## src/rtl/key_cond_pkg.sv

```systemverilog
// key_cond_pkg
// Shared definitions for the push-button conditioner: per-key FSM state
// encoding, default timing constants (50 MHz system clock) and the counter
// width helper used by key_channel.
package key_cond_pkg;

  typedef enum logic [2:0] {
    IDLE,
    PRESS_DB,
    HELD,
    REPEAT,
    REL_DB
  } key_state_e;

  localparam int unsigned DEF_N_BTN           = 3;
  localparam int unsigned DEF_DEBOUNCE_CYCLES = 1_000_000;   // 20 ms
  localparam int unsigned DEF_HOLD_CYCLES     = 25_000_000;  // 500 ms
  localparam int unsigned DEF_REPEAT_CYCLES   = 5_000_000;   // 100 ms

  function automatic int unsigned max3(input int unsigned a,
                                       input int unsigned b,
                                       input int unsigned c);
    int unsigned m;
    m = (a > b) ? a : b;
    return (m > c) ? m : c;
  endfunction

  // One counter serves all three timers; it only ever counts up to
  // (limit-1) from a cleared value, so $clog2(limit) bits suffice.
  function automatic int unsigned cnt_width(input int unsigned db,
                                            input int unsigned hold,
                                            input int unsigned rep);
    return $clog2(max3(db, hold, rep));
  endfunction

endpackage

```

## src/rtl/key_channel.sv

```systemverilog
// key_channel
// Conditions one active-low raw key: two-flop synchroniser, debounce/hold
// FSM with a single shared counter, and registered output pulses.
// Ports:
//   clk_i      system clock
//   rst_ni     asynchronous active-low reset
//   key_n_i    raw key, asynchronous, 0 = pressed
//   level_o    debounced level, 1 = pressed
//   press_o    one-cycle pulse when a press is accepted
//   release_o  one-cycle pulse when a release is accepted
//   repeat_o   one-cycle auto-repeat pulse during a long hold
module key_channel
  import key_cond_pkg::*;
#(
  parameter int unsigned DEBOUNCE_CYCLES = DEF_DEBOUNCE_CYCLES,
  parameter int unsigned HOLD_CYCLES     = DEF_HOLD_CYCLES,
  parameter int unsigned REPEAT_CYCLES   = DEF_REPEAT_CYCLES
) (
  input  logic clk_i,
  input  logic rst_ni,
  input  logic key_n_i,
  output logic level_o,
  output logic press_o,
  output logic release_o,
  output logic repeat_o
);

  localparam int unsigned CW = cnt_width(DEBOUNCE_CYCLES, HOLD_CYCLES, REPEAT_CYCLES);

  localparam logic [CW-1:0] DB_LAST   = CW'(DEBOUNCE_CYCLES - 1);
  localparam logic [CW-1:0] HOLD_LAST = CW'(HOLD_CYCLES - 1);
  localparam logic [CW-1:0] REP_LAST  = CW'(REPEAT_CYCLES - 1);

  logic [1:0]    sync_q;
  logic          p;
  key_state_e    state_q, state_d;
  logic [CW-1:0] cnt_q, cnt_d;
  logic          level_q, level_d;
  logic          press_q, press_d;
  logic          release_q, release_d;
  logic          repeat_q, repeat_d;

  // Synchroniser resets to "released" so a held key after reset is seen
  // as a fresh press with full latency.
  always_ff @(posedge clk_i or negedge rst_ni) begin
    if (!rst_ni) begin
      sync_q <= '1;
    end else begin
      sync_q <= {sync_q[0], key_n_i};
    end
  end

  assign p = ~sync_q[1];

  always_ff @(posedge clk_i or negedge rst_ni) begin
    if (!rst_ni) begin
      state_q   <= IDLE;
      cnt_q     <= '0;
      level_q   <= 1'b0;
      press_q   <= 1'b0;
      release_q <= 1'b0;
      repeat_q  <= 1'b0;
    end else begin
      state_q   <= state_d;
      cnt_q     <= cnt_d;
      level_q   <= level_d;
      press_q   <= press_d;
      release_q <= release_d;
      repeat_q  <= repeat_d;
    end
  end

  // Input-change checks take priority over timer expiry, so a key that
  // drops on the very cycle the timer expires is treated as a glitch.
  always_comb begin
    state_d   = state_q;
    cnt_d     = cnt_q + 1'b1;
    press_d   = 1'b0;
    release_d = 1'b0;
    repeat_d  = 1'b0;

    unique case (state_q)
      IDLE: begin
        cnt_d = '0;
        if (p) state_d = PRESS_DB;
      end
      PRESS_DB: begin
        if (!p) begin
          state_d = IDLE;
          cnt_d   = '0;
        end else if (cnt_q == DB_LAST) begin
          state_d = HELD;
          cnt_d   = '0;
          press_d = 1'b1;
        end
      end
      HELD: begin
        if (!p) begin
          state_d = REL_DB;
          cnt_d   = '0;
        end else if (cnt_q == HOLD_LAST) begin
          state_d  = REPEAT;
          cnt_d    = '0;
          repeat_d = 1'b1;
        end
      end
      REPEAT: begin
        if (!p) begin
          state_d = REL_DB;
          cnt_d   = '0;
        end else if (cnt_q == REP_LAST) begin
          cnt_d    = '0;
          repeat_d = 1'b1;
        end
      end
      REL_DB: begin
        // A bounce back to pressed restarts the hold timer from zero.
        if (p) begin
          state_d = HELD;
          cnt_d   = '0;
        end else if (cnt_q == DB_LAST) begin
          state_d   = IDLE;
          cnt_d     = '0;
          release_d = 1'b1;
        end
      end
      default: begin
        state_d = IDLE;
        cnt_d   = '0;
      end
    endcase

    // Level is registered alongside the pulses so press and level rise together.
    level_d = (state_d == HELD) || (state_d == REPEAT) || (state_d == REL_DB);
  end

  assign level_o   = level_q;
  assign press_o   = press_q;
  assign release_o = release_q;
  assign repeat_o  = repeat_q;

endmodule

```

## src/rtl/key_conditioner.sv

```systemverilog
// key_conditioner
// Conditions the board's raw active-low push-buttons for the display
// controller. One independent key_channel per key; btn_event merges the
// press and auto-repeat pulses for the controller's buttons input.
// Ports:
//   clk_clk        system clock
//   reset_reset_n  asynchronous active-low reset
//   key_n          raw keys, 0 = pressed
//   btn_level      debounced level, 1 = pressed
//   btn_press      one-cycle press pulses
//   btn_release    one-cycle release pulses
//   btn_repeat     one-cycle auto-repeat pulses
//   btn_event      btn_press | btn_repeat
module key_conditioner
  import key_cond_pkg::*;
#(
  parameter int unsigned N_BTN           = DEF_N_BTN,
  parameter int unsigned DEBOUNCE_CYCLES = DEF_DEBOUNCE_CYCLES,
  parameter int unsigned HOLD_CYCLES     = DEF_HOLD_CYCLES,
  parameter int unsigned REPEAT_CYCLES   = DEF_REPEAT_CYCLES
) (
  input  logic             clk_clk,
  input  logic             reset_reset_n,
  input  logic [N_BTN-1:0] key_n,
  output logic [N_BTN-1:0] btn_level,
  output logic [N_BTN-1:0] btn_press,
  output logic [N_BTN-1:0] btn_release,
  output logic [N_BTN-1:0] btn_repeat,
  output logic [N_BTN-1:0] btn_event
);

  for (genvar g = 0; g < N_BTN; g++) begin : g_key
    key_channel #(
      .DEBOUNCE_CYCLES (DEBOUNCE_CYCLES),
      .HOLD_CYCLES     (HOLD_CYCLES),
      .REPEAT_CYCLES   (REPEAT_CYCLES)
    ) u_channel (
      .clk_i     (clk_clk),
      .rst_ni    (reset_reset_n),
      .key_n_i   (key_n[g]),
      .level_o   (btn_level[g]),
      .press_o   (btn_press[g]),
      .release_o (btn_release[g]),
      .repeat_o  (btn_repeat[g])
    );
  end

  // Both terms are registered, so the event output is glitch-free.
  assign btn_event = btn_press | btn_repeat;

endmodule

```

## config.mk

```make
export PLATFORM = sky130hd
export DESIGN_NAME = key_conditioner
export DESIGN_NICKNAME = d
export VERILOG_FILES = /design/src/rtl/key_cond_pkg.sv /design/src/rtl/key_channel.sv /design/src/rtl/key_conditioner.sv
export SDC_FILE = /design/constraint.sdc
export NUM_CORES = 1
export LEC_CHECK = 0
export ABC_AREA = 1
export BUFFER_PORTS_ARGS = -buffer_cell sky130_fd_sc_hd__clkbuf_2
export CAP_MARGIN = 20
export CORE_MARGIN = 2
export CORE_UTILIZATION = 40
export CTS_BUF_LIST = sky130_fd_sc_hd__clkbuf_2
export CTS_CLUSTER_DIAMETER = 40
export CTS_CLUSTER_SIZE = 14
export DETAILED_ROUTE_END_ITERATION = 10
export HOLD_SLACK_MARGIN = 0.12
export PLACE_DENSITY_LB_ADDON = 0.05
export SYNTH_ARGS = -nofsm -noshare
export SYNTH_HDL_FRONTEND = slang
export SYNTH_SLANG_ARGS = --single-unit
```

## constraint.sdc

```tcl
create_clock -name clk_clk -period 2.1 [get_ports clk_clk]
set_input_delay 0.21 -clock clk_clk [delete_from_list [all_inputs] [get_ports clk_clk]]
set_output_delay 0.21 -clock clk_clk [all_outputs]
set_load 0.05 [all_outputs]
```

==> results.cfg, run 1 <==
[floorplanning]
die_w_um = 126
rows = 44
start_util_pct = 40.8
dieArea_mm2 = 0.0158
fp.coreArea_mm2 = 0.0145
die_y_um = 126
io_pins = 20

[grt]
grt_overflow = 0
first_global_vias = 5061
grt_pass1_wl_um = 23900
grt_usage_pct = 18.5
grt_max_degree = 46
antenna_found_initial = 0

[routing]
met2_length_um = 6660
first_pass_iters = 6
drt.antenna.violating_nets = 0
wl_met3_um = 366
drt_wl_total_um = 13800
top_layer_used = met4
drc_errors = 0
num_vias = 5177
drtIter0Drc = 404
routedWlPerCell_um = 13.1
vias_per_cell = 4.92
wl_met1_um = 6470

[critical_path]
cpMaxStageDelayCell = dfrtp_1
critPathMaxFanout = 24
required_ps = 2620
cp_cell_sequence = ha_2, nand3_2, nor2_4, nand2_2, nor2_1, nand2_1, nand3_1, nand3_2, inv_2, buf_12, nor2_1
cp_num_buf_inv = 2
cp-end-kind = register
cpLargestDelayFamily = simple AND/OR/NAND/NOR gates
path_class = register to register
cp.arrival_ps = 2440
startpoint_type = register
cp_slowest_stage_delay_ps = 450

[yosys]
synth_common_cells = nor2_1 (192), nand2_1 (185), inv_1 (111), dfrtp_1 (96), nor3_1 (51)
yosysMostFrequentCell = nor2_1
syn_area_per_cell_um2 = 7.14
syn_inst = 831
async_flop_share_pct = 100
ys_seq_area_share_pct = 43.1
synth.ff_latch_count = 102
yosys_warnings = 0
synthFlopType = dfrtp_1
yosysTopAreaCell = dfrtp_1
yosys-top-cells-area = dfrtp_1 (40%), nor2_1 (12%), nand2_1 (12%)
netlist_area_mm2 = 0.00594
yosys.area.top_type_share_pct = 40.5
synth_nets = 839
synth_cell_types = 29
synth-edff-count = 0

[layout]
antenna_cells = 0
num-nets-final = 872
drive_above_1_share_pct = 9.09
finalInstanceArea_mm2 = 0.00644
area_growth_pct = 8.45

[hold_path]
hold_class = primary input to register

[clock_tree]
clockRootBuffer = clkbuf_2
htree_levels = 3
clk_path_buf_depth = 2
numCtsBuffers = 9
cts_tree = yes
clk_latency_ps = 600
cts_sinks = 102
clkSlewWorstSetupHoldPaths_ps = 270

[sta]
maxSlewViolCount = 0
skew_ps = 20.7
post-route-min-period_ps = 1920
fmax_mhz = 521
hold_viol_final = 0
grt_setup_unrepaired = no
fin_tns_setup_ps = 0
setup_viol = 0
worst_pin_slew_ps = 432
slew_headroom_pct = 71.0
min_period_over_period_pct = 91.4

[pwr]
leakagePower_nw = 2.88
peakVddDrop_uv = 207
power_density_mw_per_mm2 = 482
total_power_w = 0.00310

[run]
maxCapViolations = 0

[placed_design]
dp_hpwl_um = 10400
placed_area_mm2 = 0.00622
gp_routability_congestion = 0.974
port_buffers = 19

[status]
outcome = complete, no violations
-- worst paths after layout --
kind	start	to	slack, ps	cells after the start
max	g_key[0].u_channel.cnt_q[0]	g_key[0].u_channel.cnt_q[21]	180	11
min	key_n[1]	g_key[1].u_channel.sync_q[0]	230	2
max reg2reg	g_key[0].u_channel.cnt_q[0]	g_key[0].u_channel.cnt_q[21]	180	11
min reg2reg	g_key[1].u_channel.sync_q[0]	g_key[1].u_channel.sync_q[1]	370	0
max in group asynchronous	reset_reset_n	g_key[1].u_channel.sync_q[0]	1030	4
min in group asynchronous	reset_reset_n	g_key[2].u_channel.sync_q[0]	680	3
-- cells in the final DEF (no fill, tap or decap), types with 16 or more instances in the layout --
cell type and n:
nand3_1 46, xor2_1 25, inv_1 111, o21ai_0 16, nand2_1 184, nor2_1 192, nor3_1 51, clkbuf_2 28
dfrtp_1 96, nand4_1 20
-- flip-flops by register name (all words and copies together), names as in the netlist --
register                   count
g_key.u_channel.level_o        3
g_key.u_channel.state_q        9
g_key.u_channel.release_o      3
g_key.u_channel.cnt_q         75
g_key.u_channel.repeat_o       3
g_key.u_channel.sync_q         6
g_key.u_channel.press_o        3
-- metrics by stage --
stage | util (%) | setup slack, ps | hold WS [ps] | cells
after floorplan | - | 453 | -85.6 | 831
after global placement | 42.8 | 179 | 209 | 1025
after detailed placement | 42.8 | 186 | 220 | 1025
after CTS | 44.1 | 148 | 157 | 1049
after global routing | 44.3 | 12.5 | 142 | 1053
final | 44.3 | 181 | 232 | 1053
-- cell families (layout without fill, tap and decap cells) --
family,Yosys count,after routing,synth area share (%)
AO/OA/AOI/OAI,32,32,2.97
buffers and inverters,132,170,9.99
XOR/XNOR,33,33,4.87
flip-flops,102,102,43.1
adder cells (fa/ha/maj),3,3,0.632
AND/OR/NAND/NOR,529,529,38.4
-- layout make-up --
cell class                 count  area (um^2)
timing repair buffer          41          343
inverter                     113          424
multi-input combinational    597         2790
sequential                   102         2560
clock buffer                  10         50.0
tap                          184          230
clock inverter                 6         42.5
fill                        1507         8100
-- per-layer routing --
metal	global-route usage (%)	vias up
met5	0	-
met4	6.27	0
met3	3.53	26
met2	31.2	85
met1	23.8	2404
li1	-	2662
-- repair_timing --
item                                   4_1_cts  5_1_grt
buffers inserted                             0        4
resized for setup                            0        2
endpoints found under the hold margin      103        0
hold buffers                                 8        0
setup endpoints to repair                    0       34
-- power by group --
group	switching, W	internal [W]	total [W]
Sequential	0.0000199	0.00200	0.00202
Combinational	0.000136	0.0000769	0.000212
Clock	0.000700	0.000173	0.000873
Total	0.000855	0.00225	0.00310
(Power assumes the default switching activity.)
==> run 2: changes to the inputs <==
--- a/config.mk
+++ b/config.mk
@@ -10,12 +10,13 @@
 export CAP_MARGIN = 20
 export CORE_MARGIN = 2
 export CORE_UTILIZATION = 40
-export CTS_BUF_LIST = sky130_fd_sc_hd__clkbuf_2
+export CTS_BUF_LIST = sky130_fd_sc_hd__clkbuf_4 sky130_fd_sc_hd__clkbuf_8
 export CTS_CLUSTER_DIAMETER = 40
 export CTS_CLUSTER_SIZE = 14
 export DETAILED_ROUTE_END_ITERATION = 10
 export HOLD_SLACK_MARGIN = 0.12
 export PLACE_DENSITY_LB_ADDON = 0.05
+export SKIP_CTS_REPAIR_TIMING = 1
 export SYNTH_ARGS = -nofsm -noshare
 export SYNTH_HDL_FRONTEND = slang
 export SYNTH_SLANG_ARGS = --single-unit
==> results.cfg, run 2 (synthesis results as in run 1) <==
[status]
outcome = complete, no violations

[layout]
reg_top3 = g_key.u_channel.cnt_q (75), g_key.u_channel.state_q (9), g_key.u_channel.sync_q (6)
fin_cells = 1045
largest_reg_flops = 75
layout_commonest_cell = nor2_1
num-nets-final = 864
antenna_cells = 0
nFillCells = 1495
area_growth_pct = 8.81
regMostFlops = g_key.u_channel.cnt_q
layout_common_cells = nor2_1 (192), nand2_1 (184), inv_1 (111)
drive_above_1_share_pct = 8.83

[floorplanning]
die_w_um = 126
die_y_um = 126
dieArea_mm2 = 0.0158
io_pins = 20
fp.coreArea_mm2 = 0.0145
rows = 44
start_util_pct = 40.8

[grt]
grt_usage_pct = 18.3
grt_overflow = 0
first_global_vias = 5046
grt_pass1_wl_um = 23800
antenna_found_initial = 0
grt_max_degree = 46

[pwr]
power_density_mw_per_mm2 = 537
peakVddDrop_uv = 266
leakagePower_nw = 2.88
total_power_w = 0.00347

[critical_path]
cp-end-kind = register
path_class = register to register
critPathMaxFanout = 24
cp_cell_sequence = ha_2, nand3_2, nor2_4, nand2_2, nor2_1, nand2_1, nand3_1, nand3_2, inv_2, buf_12, nor2_1
required_ps = 2380
cpMaxStageDelayCell = dfrtp_1
cp.arrival_ps = 2160
ff2ff_setup_slack_ps = 220
cp_slowest_stage_delay_ps = 390
startpoint_type = register

[sta]
fin_tns_setup_ps = 0
post-route-min-period_ps = 1880
min_period_over_period_pct = 89.6
layout_setup_ws_ps = 217
maxSlewViolCount = 0
worst_pin_slew_ps = 497
setup_viol = 0
slew_headroom_pct = 66.9
skew_ps = 8.04
grt_setup_unrepaired = no
hold_viol_final = 0
fmax_mhz = 531

[clock_tree]
cts_sinks = 102
htree_levels = 3
clkSlewWorstSetupHoldPaths_ps = 100
cts_tree = yes
clk_latency_ps = 380
clockRootBuffer = clkbuf_8
clk_path_buf_depth = 2
numCtsBuffers = 9

[hold_path]
hold_class = primary input to async pin

[placed_design]
port_buffers = 19
pre_cts_ws_ps = 186
dp_cells = 1025
dp_hpwl_um = 10400
gp_routability_congestion = 0.974

[routing]
vias_per_cell = 4.95
drc_errors = 0
routedWlPerCell_um = 13.1
num_vias = 5177
drt.antenna.violating_nets = 0
first_pass_iters = 5
drt_wl_total_um = 13700
drtIter0Drc = 358

[run]
maxCapViolations = 0
==> run 2: through the flow <==
stage	hold WS (ps)	area (um^2)	util, %
after floorplan	-85.6	5940	-
after global placement	209	6220	42.8
after detailed placement	220	6220	42.8
after CTS	-215	6410	44.1
after global routing	344	6460	44.4
final	324	6460	44.4
==> run 2: final timing paths <==
kind / from / endpoint / depth (start not counted)
worst max-delay path: g_key[0].u_channel.cnt_q[0] / g_key[0].u_channel.cnt_q[21] / 11
worst min-delay path: reset_reset_n / g_key[0].u_channel.cnt_q[4] / 2
worst max register to register: g_key[0].u_channel.cnt_q[0] / g_key[0].u_channel.cnt_q[21] / 11
worst min register to register: g_key[1].u_channel.sync_q[0] / g_key[1].u_channel.sync_q[1] / 0
max in group asynchronous: reset_reset_n / g_key[1].u_channel.sync_q[0] / 3
min in group clk_clk: g_key[1].u_channel.sync_q[0] / g_key[1].u_channel.sync_q[1] / 0
==> run 2: where the power goes <==
part / switching, W / total [W] / leakage (nW) / internal (W)
sequential: 0.0000202 / 0.00201 / 1.40 / 0.00199
combinational: 0.000132 / 0.000199 / 1.38 / 0.0000671
clock: 0.000729 / 0.00126 / 0.102 / 0.000528
total: 0.000881 / 0.00347 / 2.88 / 0.00259
==> run 2: per-layer routing <==
layer / track usage [%] / up-vias / share of wire, %
li1: - / 2644 / -
met1: 23.8 / 2420 / 47
met2: 30.8 / 100 / 48
met3: 3.36 / 13 / 3.2
met4: 5.95 / 0 / 1.3
met5: 0 / - / 0
==> run 2: layout make-up <==
| type | instances | area, um^2 | area share [%] |
|---|---|---|---|
| Timing Repair Buffer | 33 | 263 | 4.07 |
| Clock buffer | 12 | 159 | 2.46 |
| Multi-Input combinational cell | 597 | 2790 | 43.2 |
| Clock inverter | 4 | 35.0 | 0.542 |
| Sequential cell | 102 | 2560 | 39.6 |
| Tap cell | 184 | 230 | 3.56 |
| Inverter | 113 | 424 | 6.57 |
==> run 2: critical path, delay by kind of cell, from the launching register on <==
family / cells / cell delay, ps
buf+inv: 2 / 240
flops: 1 / 390
fa+ha+maj: 1 / 230
simple gates: 8 / 920
